<file path="src/rtl/tqvp_uart_fifo_if.sv">
// Register bus between the host and tqvp_uart_fifo: address/strobe/data in,
// combinational read data out.
interface tqvp_uart_fifo_if;
  logic [3:0] address;
  logic       data_write;
  logic [7:0] data_in;
  logic [7:0] data_out;

  modport master (output address, data_write, data_in, input data_out);
  modport slave  (input address, data_write, data_in, output data_out);
endinterface

</file>
<file path="src/rtl/tqvp_uart_fifo.sv">
// 8N1 UART with TX/RX byte FIFOs, programmable divisor and sticky W1C status.
// Register bus: TXDATA/RXDATA/STATUS/DIV_LO/DIV_HI/RX_COUNT/TX_COUNT.
module tqvp_uart_fifo #(
  parameter int unsigned DEPTH       = 8,
  parameter int unsigned DEFAULT_DIV = 556
) (
  input  logic             clk,
  input  logic             rst,
  input  logic [7:0]       ui_in,
  output logic [7:0]       uo_out,
  tqvp_uart_fifo_if.slave  bus
);
  localparam int unsigned PW = $clog2(DEPTH);
  localparam int unsigned CW = PW + 1;

  typedef enum logic [1:0] {IDLE, START, DATA, STOP} uart_state_t;

  logic [7:0]    tx_mem [DEPTH];
  logic [7:0]    rx_mem [DEPTH];
  logic [PW-1:0] tx_rd, tx_wr, rx_rd, rx_wr;
  logic [CW-1:0] tx_count, rx_count;
  logic [15:0]   div_reg, eff_div;
  logic          tx_ovf, rx_ovf, frame_err;

  uart_state_t   tx_state, rx_state;
  logic          tx_line;
  logic [15:0]   tx_cnt, tx_div;
  logic [2:0]    tx_bit;
  logic [7:0]    tx_shift;

  logic          rx, rx_prev;
  logic [15:0]   rx_cnt, rx_div;
  logic [2:0]    rx_bit;
  logic [7:0]    rx_shift;

  logic          tx_empty, tx_full, rx_empty, rx_full;
  logic          tx_push_req, rx_pop_req;
  logic          tx_push, tx_pop, rx_push, rx_pop;
  logic          tx_ovf_set, rx_ovf_set, frame_set, rx_stop_tick;
  logic [2:0]    flag_clr;
  logic          unused_pins;

  assign rx          = ui_in[7];
  assign unused_pins = ^ui_in[6:0];
  assign uo_out      = {7'b0, tx_line};
  assign eff_div     = (div_reg < 16'd4) ? 16'd4 : div_reg;

  assign tx_empty = (tx_count == '0);
  assign tx_full  = (tx_count == CW'(DEPTH));
  assign rx_empty = (rx_count == '0);
  assign rx_full  = (rx_count == CW'(DEPTH));

  assign tx_push_req = bus.data_write && (bus.address == 4'h0);
  assign rx_pop_req  = bus.data_write && (bus.address == 4'h1);
  assign flag_clr    = (bus.data_write && (bus.address == 4'h2)) ? bus.data_in[7:5] : 3'b000;

  // A full FIFO still accepts a push when a pop happens in the same cycle.
  assign tx_pop     = (tx_state == IDLE) && !tx_empty;
  assign tx_push    = tx_push_req && (!tx_full || tx_pop);
  assign tx_ovf_set = tx_push_req && tx_full && !tx_pop;

  assign rx_pop       = rx_pop_req && !rx_empty;
  assign rx_stop_tick = (rx_state == STOP) && (rx_cnt == rx_div - 16'd1);
  assign rx_push      = rx_stop_tick && rx && (!rx_full || rx_pop);
  assign rx_ovf_set   = rx_stop_tick && rx && rx_full && !rx_pop;
  assign frame_set    = rx_stop_tick && !rx;

  always_ff @(posedge clk) begin
    if (tx_push) tx_mem[tx_wr] <= bus.data_in;
    if (rx_push) rx_mem[rx_wr] <= rx_shift;
  end

  always_ff @(posedge clk) begin
    if (rst) begin
      tx_rd <= '0; tx_wr <= '0; tx_count <= '0;
      rx_rd <= '0; rx_wr <= '0; rx_count <= '0;
      tx_ovf <= 1'b0; rx_ovf <= 1'b0; frame_err <= 1'b0;
      div_reg <= 16'(DEFAULT_DIV);
    end else begin
      if (tx_push) tx_wr <= tx_wr + 1'b1;
      if (tx_pop)  tx_rd <= tx_rd + 1'b1;
      if (tx_push && !tx_pop)      tx_count <= tx_count + 1'b1;
      else if (!tx_push && tx_pop) tx_count <= tx_count - 1'b1;

      if (rx_push) rx_wr <= rx_wr + 1'b1;
      if (rx_pop)  rx_rd <= rx_rd + 1'b1;
      if (rx_push && !rx_pop)      rx_count <= rx_count + 1'b1;
      else if (!rx_push && rx_pop) rx_count <= rx_count - 1'b1;

      // Set wins over a simultaneous write-one-to-clear.
      tx_ovf    <= (tx_ovf    & ~flag_clr[0]) | tx_ovf_set;
      rx_ovf    <= (rx_ovf    & ~flag_clr[1]) | rx_ovf_set;
      frame_err <= (frame_err & ~flag_clr[2]) | frame_set;

      if (bus.data_write && bus.address == 4'h3) div_reg[7:0]  <= bus.data_in;
      if (bus.data_write && bus.address == 4'h4) div_reg[15:8] <= bus.data_in;
    end
  end

  always_ff @(posedge clk) begin
    if (rst) begin
      tx_state <= IDLE; tx_line <= 1'b1; tx_cnt <= '0;
      tx_div <= '0; tx_bit <= '0; tx_shift <= '0;
    end else begin
      case (tx_state)
        IDLE: if (tx_pop) begin
          tx_shift <= tx_mem[tx_rd];
          tx_line  <= 1'b0;
          tx_cnt   <= '0;
          tx_div   <= eff_div;
          tx_state <= START;
        end
        START: if (tx_cnt == tx_div - 16'd1) begin
          tx_cnt   <= '0;
          tx_line  <= tx_shift[0];
          tx_shift <= tx_shift >> 1;
          tx_bit   <= '0;
          tx_state <= DATA;
        end else tx_cnt <= tx_cnt + 16'd1;
        DATA: if (tx_cnt == tx_div - 16'd1) begin
          tx_cnt <= '0;
          if (tx_bit == 3'd7) begin
            tx_line  <= 1'b1;
            tx_state <= STOP;
          end else begin
            tx_line  <= tx_shift[0];
            tx_shift <= tx_shift >> 1;
            tx_bit   <= tx_bit + 3'd1;
          end
        end else tx_cnt <= tx_cnt + 16'd1;
        STOP: if (tx_cnt == tx_div - 16'd1) tx_state <= IDLE;
              else tx_cnt <= tx_cnt + 16'd1;
      endcase
    end
  end

  always_ff @(posedge clk) begin
    if (rst) begin
      rx_state <= IDLE; rx_prev <= 1'b1; rx_cnt <= '0;
      rx_div <= '0; rx_bit <= '0; rx_shift <= '0;
    end else begin
      rx_prev <= rx;
      case (rx_state)
        IDLE: if (rx_prev && !rx) begin
          rx_cnt   <= '0;
          rx_div   <= eff_div;
          rx_state <= START;
        end
        START: if (rx_cnt == (rx_div >> 1) - 16'd1) begin
          rx_cnt <= '0;
          rx_bit <= '0;
          rx_state <= rx ? IDLE : DATA;
        end else rx_cnt <= rx_cnt + 16'd1;
        DATA: if (rx_cnt == rx_div - 16'd1) begin
          rx_cnt   <= '0;
          rx_shift <= {rx, rx_shift[7:1]};
          if (rx_bit == 3'd7) rx_state <= STOP;
          else rx_bit <= rx_bit + 3'd1;
        end else rx_cnt <= rx_cnt + 16'd1;
        STOP: if (rx_stop_tick) rx_state <= IDLE;
              else rx_cnt <= rx_cnt + 16'd1;
      endcase
    end
  end

  always_comb begin
    bus.data_out = '0;
    case (bus.address)
      4'h1: bus.data_out = rx_empty ? 8'h00 : rx_mem[rx_rd];
      4'h2: bus.data_out = {frame_err, rx_ovf, tx_ovf, (tx_state != IDLE),
                            rx_full, rx_empty, tx_full, tx_empty};
      4'h3: bus.data_out = div_reg[7:0];
      4'h4: bus.data_out = div_reg[15:8];
      4'h5: bus.data_out = 8'(rx_count);
      4'h6: bus.data_out = 8'(tx_count);
      default: bus.data_out = '0;
    endcase
  end
endmodule
</file>
<file path="src/flat_wrapper.sv">
// flat-port wrapper written by rule: the top's interface ports become plain ports
module tqvp_uart_fifo_flat 
#(
  parameter int unsigned DEPTH       = 8,
  parameter int unsigned DEFAULT_DIV = 556
)
  (clk, rst, ui_in, uo_out, bus_address, bus_data_write, bus_data_in, bus_data_out);
  tqvp_uart_fifo_if bus_i ();
  input  logic clk;
  input  logic rst;
  input  logic [7:0] ui_in;
  output logic [7:0] uo_out;
  input wire logic [$bits(bus_i.address)-1:0] bus_address;
  input wire logic [$bits(bus_i.data_write)-1:0] bus_data_write;
  input wire logic [$bits(bus_i.data_in)-1:0] bus_data_in;
  output wire logic [$bits(bus_i.data_out)-1:0] bus_data_out;
  assign bus_i.address = bus_address;
  assign bus_i.data_write = bus_data_write;
  assign bus_i.data_in = bus_data_in;
  assign bus_data_out = bus_i.data_out;
  tqvp_uart_fifo #(.DEPTH(DEPTH), .DEFAULT_DIV(DEFAULT_DIV)) u_core (.clk(clk), .rst(rst), .ui_in(ui_in), .uo_out(uo_out), .bus(bus_i));
endmodule
</file>
<file path="config.mk">
export PLATFORM = sky130hd
export DESIGN_NAME = tqvp_uart_fifo_flat
export DESIGN_NICKNAME = d
export VERILOG_FILES = /design/src/rtl/tqvp_uart_fifo_if.sv /design/src/rtl/tqvp_uart_fifo.sv /design/src/flat_wrapper.sv
export SDC_FILE = /design/constraint.sdc
export NUM_CORES = 1
export LEC_CHECK = 0
export CORE_MARGIN = 5
export CORE_UTILIZATION = 50
export CTS_CLUSTER_DIAMETER = 30
export DETAILED_ROUTE_END_ITERATION = 6
export GPL_ROUTABILITY_DRIVEN = 0
export HOLD_SLACK_MARGIN = 0.06
export PLACE_DENSITY_LB_ADDON = 0.05
export SYNTH_ARGS = -nofsm -noshare
export SYNTH_HDL_FRONTEND = slang
export SYNTH_SLANG_ARGS = --single-unit
</file>
<file path="constraint.sdc">
create_clock -name clk -period 13.16 [get_ports clk]
set_clock_uncertainty 0.15 [all_clocks]
set_input_delay 2.632 -clock clk [delete_from_list [all_inputs] [get_ports clk]]
set_output_delay 2.632 -clock clk [all_outputs]
set_load 0.05 [all_outputs]
</file>
==> flow_metrics.tcl, run 1 <==
set metrics [dict create \
    synth_area_leaders "edfxtp_1 30%, dfxtp_1 21%, mux4_2 5.6%" \
    multiInputGateArea_um2 5930 \
    yosysSeqAreaShare_pct 51.0 \
    yosysTopAreaCellShare_pct 29.7 \
    wl_per_cell_um 18.0 \
    met1_usage_pct 26.9 \
    grt_max_degree 86 \
    ys_types 84 \
    worst_pin_slew_ns 1.15 \
    die_area_um2 29200 \
    ios 39 \
    syn_area_um2 12900 \
    finalNetCount 1292 \
    die_h_um 171 \
    fin_cells 1622 \
    cts-resized-gates 0 \
    area.sequential_um2 6590 \
    layout-drive-gt1-share_pct 13.2 \
    drv_cap 0 \
    grt_use_total_pct 20.2 \
    crit_path_max_fanout 13 \
    power_frac_comb_pct 17.7 \
    final-hold-violation-count 0 \
    grt_pass1_vias 9074 \
    irDropWorstVdd_v 0.000125 \
    antenna_found_initial 1 \
    max-slew-margin-rel_pct 23.5 \
    cts_max_path_buffers 3 \
    path_clk_slew_ns 0.05 \
    hp-class "flop to flop" \
    gr-usage-met2_pct 34.2 \
    syn_area_per_cell_um2 10.6 \
    drv_slew 0 \
    grt_pass1_wl_um 47900 \
    drtIter0Drc 574 \
    grt-busiest-layer "met2" \
    synth-edff-count 128 \
    postCtsSetupBuffers 0 \
    synthCells 1223 \
    ff2ff_path_depth 17 \
    ctsHoldBuffers 0 \
    grt_util_met3_pct 3.12 \
    clk-insertion-delay-late_ns 0.58 \
    fp.coreArea_um2 25300 \
    crit_path_cell_trace "clkdlybuf4s50_1 > nor3b_1 > nor2b_1 > buf_4 > a222oi_1 > o21ai_0 > clkdlybuf4s50_1" \
    area_delta_synth_final_pct 18.8 \
    p_sw_share_pct 29.4 \
    rows 58 \
    rr_startpoint "u_core.rx_div[2]$_SDFFE_PP0P_" \
    reg_top3 "u_core.rx_mem x64, u_core.tx_mem x64" \
    dp_hpwl_um 19700 \
    hold_start "u_core.tx_shift[1]$_SDFFE_PP0P_" \
    p_leak_nw 5.39 \
    status "complete, no violations" \
    drc_errors 0 \
    p_seq_share_pct 32.7 \
    h-tree-depth 2 \
    dp.cells 1514 \
    crit_start "bus_address[2]" \
    cts_made_buffers 57 \
    cts_root_buffer "clkbuf_16" \
    synthTopCellsByCount "137 x dfxtp_1, 129 x nand2_1, 128 x edfxtp_1" \
    vias 9238 \
    synth.most_common_cell "dfxtp_1" \
    ant_nets 0 \
    synth_top_area_cell "edfxtp_1" \
    gr-total-overflow 0 \
    switchingPower_mw 0.859 \
    p_clk_share_pct 49.6 \
    rsz0062_at_grt "no" \
    slowest_delay_ns 0.88 \
    initial_core_util_pct 51.0 \
    power.density_nw_per_um2 190 \
    crit_type "input pin to output pin" \
    critPathMostFrequentCell "clkdlybuf4s50_1" \
    tns_ns 0 \
    synth_ff_type "dfxtp_1" \
    cp-start-kind "input pin" \
    final.min_clock_period_ns 7.96 \
    fmax_mhz 126 \
    crit_required_ns 10.38 \
    vias_per_cell 5.70 \
    p_int_mw 2.06 \
    port_buffers 24 \
    fin_util_pct 60.6 \
    dr.pass1.iters 5 \
    setup_viol 0 \
    fin_crit_sh_pct 60.5 \
    cp.arrival_ns 5.18 \
    antennaDiodeCount 0 \
    die_w_um 171 \
    cts.sinks 265 \
    async_flop_share_pct 0 \
    endpoint_kind "output pin" \
    crit_slowest_cell "clkdlybuf4s50_1" \
    wirelength_um 29300 \
    hold_depth 2 \
    placed_area_um2 13300 \
    synth_seq_cells 265 \
    synth_warnings 0 \
    fill_cells 2100 \
    post-route-cell-area_um2 15400 \
    cts_tree "yes" \
]
-- layer usage --
metal | share of wire, % | wire length [um] | up-vias
li1 | - | - | 4587
met1 | 45 | 13200 | 4430
met2 | 49 | 14200 | 164
met3 | 3.7 | 1080 | 55
met4 | 2.4 | 691 | 2
met5 | 0.068 | 20 | -
-- worst paths after layout --
check / to / slack, ns
max: bus_data_out[7] / 5.20
min: u_core.tx_shift[1]$_SDFFE_PP0P_ / 0.32
max reg2reg: u_core.rx_count[3]$_SDFFE_PP0P_ / 8.14
min reg2reg: u_core.tx_shift[1]$_SDFFE_PP0P_ / 0.32
-- placed cells by master (no fill, tap or decap), types with 10 or more instances in the layout --
cell             count
clkdlybuf4s50_1     23
xor2_1              41
or3_1               11
ha_1                24
o21ai_0             42
inv_1               28
or4_1               10
nand2b_1            20
nor4_1              22
edfxtp_1           128
clkbuf_16           57
mux2i_1             35
nor2_1              89
xnor2_1             38
dfxtp_1            137
a31oi_1             14
mux4_2              32
nand3_1             49
nor3_1              24
nand2_1            129
a21oi_1             95
and3_1              19
nand4_1             16
o211ai_1            10
-- critical path: cells and delay by family --
family / cells / cell delay, ns
and+or+nand+nor: 2 / 0.53
AOI/OAI and AO/OA: 2 / 0.28
buffers and inverters: 3 / 1.71
-- logic make-up (layout without fill, tap and decap cells) --
kind of cell             after synthesis  after routing  share of synthesized area [%]
buffers and inverters                108            171                           3.48
flip-flops                           265            265                           51.0
AND/OR/NAND/NOR                      434            434                           16.9
XOR/XNOR                              79             79                           5.35
other                                  1              7                         0.0290
adder cells (fa/ha/maj)               26             26                           2.63
AO/OA/AOI/OAI                        239            239                           12.1
multiplexers                          71             71                           8.64
-- through the flow --
step / setup WS (ns) / power, mW / hold WS [ns]
after detailed placement: 5.20 / 1.49 / 0.310
after global routing: 5.02 / 3.06 / 0.330
after floorplan: 5.81 / 1.38 / 0.281
after CTS: 5.19 / 2.95 / 0.316
after global placement: 5.21 / 1.48 / 0.300
final: 5.20 / 2.92 / 0.317
-- final cells by class --
| type | instances | share of cell area [%] |
|---|---|---|
| clock buffer | 66 | 9.71 |
| sequential | 265 | 42.9 |
| multi-input combinational | 856 | 38.6 |
| clock inverter | 42 | 3.41 |
| inverter | 31 | 0.758 |
| timing repair buffer | 32 | 1.94 |
| tap | 330 | 2.69 |
-- power by group through the flow --
stage                     logic, mW  registers [mW]  clock network, mW
final                         0.517           0.956               1.45
after global routing          0.575           0.964               1.52
after CTS                     0.519           0.958               1.47
after detailed placement      0.516           0.972                  0
after global placement        0.513           0.971                  0
after floorplan               0.441           0.939                  0
Power figures use the tool's default switching activity.
==> run 2: changes to the inputs <==
==> constraint.sdc (replaced) <==
create_clock -name clk -period 6.8 [get_ports clk]
set_clock_uncertainty 0.15 [all_clocks]
set_input_delay 1.36 -clock clk [delete_from_list [all_inputs] [get_ports clk]]
set_output_delay 1.36 -clock clk [all_outputs]
set_load 0.05 [all_outputs]
==> run 2 against run 1 <==
  * Register-to-register slack worse by 6.3 ns
  * Cell area is 0.37% lower
  * Critical path depth stayed put
  * Worst hold slack worse by 0.0052 ns
  * Clock power is 90% higher
  * Largest cell class unchanged
  * Sequential power is 91% higher
  * Non-clock buffer count is 3 higher
  * Largest power group unchanged
==> flow_metrics.tcl, run 2 (synthesis results as in run 1) <==
set metrics [dict create \
    cts_max_path_buffers 3 \
    cts_root_buffer "clkbuf_16" \
    power_frac_comb_pct 18.2 \
    cts_tree "yes" \
    setup_viol 0 \
    gr-total-overflow 0 \
    rsz0062_at_grt "no" \
    grt_pass1_wl_um 48500 \
    status "complete, no violations" \
    cp.buffers_inverters 3 \
    postCtsSetupBuffers 0 \
    p_clk_share_pct 49.1 \
    critPathMostFrequentCell "clkdlybuf4s50_1" \
    wl_per_cell_um 18.2 \
    cp-start-kind "input pin" \
    h-tree-depth 2 \
    cp.arrival_ns 3.92 \
    port_buffers 24 \
    hp-class "flop to flop" \
    final_common_cell "dfxtp_1" \
    tns_ns 0 \
    cts-resized-gates 0 \
    clk-insertion-delay-late_ns 0.55 \
    dr.pass1.iters 5 \
    grt_max_degree 84 \
    endpoint_kind "output pin" \
    ios 39 \
    fin_crit_sh_pct 79.9 \
    p_seq_share_pct 32.6 \
    vias 9336 \
    fmax_mhz 184 \
    p_leak_nw 5.38 \
    placed_area_um2 13400 \
    final.min_clock_period_ns 5.43 \
    irDropWorstVdd_v 0.000340 \
    antennaDiodeCount 0 \
    antenna_found_initial 1 \
    p_int_mw 4.00 \
    wirelength_um 29500 \
    cts.sinks 265 \
    switchingPower_mw 1.61 \
    grt_pass1_vias 9120 \
    reg_top3 "u_core.rx_mem x64, u_core.tx_mem x64" \
    grt_use_total_pct 20.5 \
    drv_cap 0 \
    drtIter0Drc 563 \
    max-slew-margin-rel_pct 18.2 \
    drc_errors 0 \
    die_h_um 171 \
    crit_required_ns 5.29 \
    rows 58 \
    slowest_delay_ns 0.88 \
    die_area_um2 29200 \
    cp_top_family "buffers and inverters" \
    fin_util_pct 60.4 \
    layout-drive-gt1-share_pct 13.0 \
    power_mw 5.61 \
    initial_core_util_pct 51.0 \
    crit_slowest_cell "clkdlybuf4s50_1" \
    path_clk_slew_ns 0.04 \
    dp_hpwl_um 19900 \
    drv_slew 0 \
    vias_per_cell 5.76 \
    final-hold-violation-count 0 \
    crit_path_max_fanout 13 \
    power.density_nw_per_um2 367 \
    crit_path_cell_trace "clkdlybuf4s50_1 > nor3b_1 > nor2b_1 > buf_4 > a222oi_1 > o21ai_0 > clkdlybuf4s50_1" \
    p_sw_share_pct 28.7 \
    crit_type "input pin to output pin" \
    ctsHoldBuffers 0 \
    die_w_um 171 \
    fp.coreArea_um2 25300 \
    cts_made_buffers 55 \
    finalNetCount 1293 \
    layout.cells.most_common_list "137 x dfxtp_1, 129 x nand2_1, 128 x edfxtp_1" \
    area_delta_synth_final_pct 18.3 \
    post-route-cell-area_um2 15300 \
    worst_pin_slew_ns 1.23 \
    ant_nets 0 \
]
==> run 2: cell count changes in the layout (fill, tap and decap cells not counted), sizes merged <==
cell,delta
clkinvlp,-3
clkinv,-3
buf,+3
inv,-1
bufinv,+2
==> run 2: routing by layer <==
metal  global-route usage [%]  share of wire (%)  wire [um]  vias to the layer above
met4                     6.67                2.7        806                        2
met2                     34.1                 48      14100                      187
met1                     27.5                 45      13300                     4501
met5                        0              0.068         20                        -
li1                         -                  -          -                     4582
met3                     3.54                4.1       1220                       64
==> run 2: worst paths after layout <==
check                                    endpoint  cells past startpoint  slack (ns)                     startpoint
hold / removal        u_core.frame_err$_SDFF_PP0_                      2        0.31    u_core.frame_err$_SDFF_PP0_
setup / recovery                  bus_data_out[6]                      7        1.37                 bus_address[2]
hold reg to reg       u_core.frame_err$_SDFF_PP0_                      2        0.31    u_core.frame_err$_SDFF_PP0_
setup reg to reg  u_core.rx_count[3]$_SDFFE_PP0P_                     17        1.84  u_core.rx_div[2]$_SDFFE_PP0P_
==> run 2: tightest hold or removal path, delay by kind of cell (launching register included) <==
kind,cells,cell delay (ns)
flip-flops,1,0.31
AND/OR/NAND/NOR,1,0.05
AO/OA/AOI/OAI,1,0.05
==> run 2: cell type report <==
class	count	area, um^2
tap	330	413
timing repair buffer	35	320
inverter	31	116
clock inverter	37	485
clock buffer	66	1450
sequential	265	6590
multi-input combinational	856	5930
fill	2125	10000
==> run 2: through the flow <==
step	setup WS [ns]	hold slack, ns	std cells
floorplan	1.99	0.281	1229
global placement	1.37	0.298	1517
detailed placement	1.36	0.307	1517
CTS	1.34	0.313	1620
global route	1.24	0.336	1620
finish	1.37	0.312	1620
==> run 2: power groups by stage <==
stage	Combinational (mW)	Sequential, mW	Clock [mW]
CTS	1.03	1.83	2.80
finish	1.02	1.83	2.75
global placement	1.02	1.86	0
detailed placement	1.03	1.86	0
floorplan	0.853	1.82	0
global route	1.14	1.84	2.89
==> run 3: changes to the inputs <==
==> constraint.sdc (replaced) <==
create_clock -name clk -period 4.8 [get_ports clk]
set_clock_uncertainty 0.15 [all_clocks]
set_input_delay 0.96 -clock clk [delete_from_list [all_inputs] [get_ports clk]]
set_output_delay 0.96 -clock clk [all_outputs]
set_load 0.05 [all_outputs]
==> run 3 against run 2 <==
  * Via count about the same
  * Clock power rose by 37%
  * Non-clock buffer count is 21 higher
  * Routed wire length down 0.31%
  * Worst setup slack worse by 0.98 ns
  * Cell area is 1.2% higher
  * Largest cell class unchanged
==> flow_metrics.tcl, run 3 (synthesis results as in run 1) <==
set metrics [dict create \
    rows 58 \
    layout-drive-gt1-share_pct 15.3 \
    irDropWorstVdd_v 0.000353 \
    max-slew-margin-rel_pct 21.3 \
    clk-insertion-delay-late_ns 0.55 \
    crit_slowest_cell "or4b_1" \
    whs_ns 0.312 \
    crit_path_end "u_core.rx_count[3]$_SDFFE_PP0P_" \
    post-route-cell-area_um2 15500 \
    drv_cap 0 \
    grt_pass1_vias 9146 \
    setup_viol 0 \
    wirelength_um 29400 \
    grt_use_total_pct 20.3 \
    r2r_setup_slack_ns 0.39 \
    cp-start-kind "flop" \
    dp.cells 1538 \
    antenna_found_initial 0 \
    p_sw_share_pct 28.9 \
    die_h_um 171 \
    cp.buffers_inverters 3 \
    fill_cells 2118 \
    initial_core_util_pct 51.0 \
    area.sequential_um2 6590 \
    grt_pass1_wl_um 48100 \
    fmax_mhz 227 \
    slowest_delay_ns 0.53 \
    endpoint_kind "flop" \
    final.min_clock_period_ns 4.41 \
    fp.coreArea_um2 25300 \
    fin_cells 1638 \
    ff2ff_path_depth 17 \
    cp_top_family "simple AND/OR/NAND/NOR gates" \
    ant_nets 0 \
    rr_startpoint "u_core.rx_div[2]$_SDFFE_PP0P_" \
    crit_start "u_core.rx_div[2]$_SDFFE_PP0P_" \
    drc_errors 0 \
    port_buffers 24 \
    status "complete, no violations" \
    cts_root_buffer "clkbuf_16" \
    p_leak_nw 5.49 \
    cts_max_path_buffers 3 \
    h-tree-depth 2 \
    cp.arrival_ns 4.72 \
    r2r_end "u_core.rx_count[3]$_SDFFE_PP0P_" \
    crit_type "flop to flop" \
    fin_crit_sh_pct 91.9 \
    drv_slew 0 \
    path_clk_slew_ns 0.05 \
    cts_made_buffers 53 \
    switchingPower_mw 2.27 \
    crit_path_cell_trace "inv_1 > ha_1 > or4b_1 > or3_1 > a2111oi_2 > o2111ai_1 > nor4_2 > nand4_1 > inv_1 > ha_1 > inv_1 > ha_1 > a21o_1 > a21oi_1 > xnor2_1 > or3_1 > a21oi_1" \
    vias 9329 \
    finalNetCount 1312 \
    power_mw 7.86 \
    vias_per_cell 5.70 \
    multiInputGateArea_um2 5930 \
    placed_area_um2 13600 \
    tns_ns 0 \
    power.density_nw_per_um2 508 \
    crit_required_ns 5.11 \
    area_delta_synth_final_pct 19.8 \
    antennaDiodeCount 0 \
    power_frac_comb_pct 18.7 \
    gr-total-overflow 0 \
    cts.sinks 265 \
    die_area_um2 29200 \
    final-hold-violation-count 0 \
    layout.cells.most_common_list "137 x dfxtp_1, 129 x nand2_1, 128 x edfxtp_1" \
    worst_pin_slew_ns 1.18 \
    p_seq_share_pct 33.2 \
    ctsHoldBuffers 0 \
    reg_top3 "u_core.rx_mem x64, u_core.tx_mem x64" \
    die_w_um 171 \
    crit_path_max_fanout 4 \
    rsz0062_at_grt "no" \
    cts_tree "yes" \
    final_common_cell "dfxtp_1" \
    cp.depth 17 \
    dp_hpwl_um 19900 \
    grt_max_degree 80 \
    p_clk_share_pct 48.1 \
    hp-class "flop to flop" \
    drtIter0Drc 754 \
    wl_per_cell_um 17.9 \
    dr.pass1.iters 5 \
    ios 39 \
    p_int_mw 5.59 \
]
-- run 3: cell types whose count changed in the layout (fill, tap and decap cells not counted) --
cell	delta
clkbuf_16	-1
bufinv_16	-2
nor4_1	-1
inv_8	-1
clkinv_4	+4
clkdlybuf4s50_1	-7
nor4_2	+1
clkinvlp_4	+2
clkbuf_8	+4
clkinv_8	+1
buf_12	+6
buf_4	+22
inv_6	-4
clkbuf_1	-6
-- run 3: metrics by stage --
step / utilization (%) / worst slack (ns)
5_1_grt: 61.1 / 0.0740
4_1_cts: 61.1 / 0.289
6_report: 61.1 / 0.390
2_1_floorplan: - / 0.604
3_3_place_gp: 53.6 / 0.395
3_5_place_dp: 53.6 / 0.307
-- run 3: worst min-delay path by stage --
stage                                     endpoint  cells after the start  slack [ns]                      startpoint
floorplan              u_core.frame_err$_SDFF_PP0_                      2        0.28     u_core.frame_err$_SDFF_PP0_
global route        u_core.tx_div[15]$_SDFFE_PP0P_                      2        0.33  u_core.tx_div[15]$_SDFFE_PP0P_
global placement       u_core.frame_err$_SDFF_PP0_                      2        0.30     u_core.frame_err$_SDFF_PP0_
CTS                    u_core.frame_err$_SDFF_PP0_                      2        0.31     u_core.frame_err$_SDFF_PP0_
finish                 u_core.frame_err$_SDFF_PP0_                      2        0.31     u_core.frame_err$_SDFF_PP0_
detailed placement     u_core.frame_err$_SDFF_PP0_                      2        0.31     u_core.frame_err$_SDFF_PP0_
-- run 3: final cells by class --
class	count	share of cell area, %
Sequential cell	265	42.5
Multi-Input combinational cell	856	38.3
Clock buffer	63	9.40
Timing Repair Buffer	56	3.46
Clock inverter	37	2.88
Tap cell	330	2.67
Inverter	31	0.752
-- run 3: layer usage --
layer  wire, um  vias up  share of wire (%)  GRT usage, %
met5          0        -                  0             0
met4        514        0                1.8          5.73
met2      14400      151                 49          34.3
met3        872       43                3.0          3.05
met1      13600     4511                 46          27.5
li1           -     4624                  -             -
-- run 3: power by group through the flow --
stage                     Combinational [mW]  Sequential [mW]  Clock, mW
final                                   1.47             2.61       3.78
after global routing                    1.63             2.63       3.98
after CTS                               1.47             2.61       3.84
after detailed placement                1.46             2.65          0
after global placement                  1.45             2.65          0
after floorplan                         1.21             2.57          0
-- run 3: worst register-to-register path, stage by stage, from the launching register on --
cell and delay, ns:
dfxtp_1 0.31, inv_1 0.08, ha_1 0.16, or4b_1 0.53
or3_1 0.39, a2111oi_2 0.43, o2111ai_1 0.22, nor4_2 0.35
nand4_1 0.18, inv_1 0.10, ha_1 0.18, inv_1 0.09
ha_1 0.29, a21o_1 0.19, a21oi_1 0.17, xnor2_1 0.09
or3_1 0.30, a21oi_1 0.14
-- run 3: timing repair --
action	4_1_cts	5_1_grt
hold endpoints to repair	0	0
resized for setup	0	1
setup endpoints to repair	0	1
setup buffers	0	0
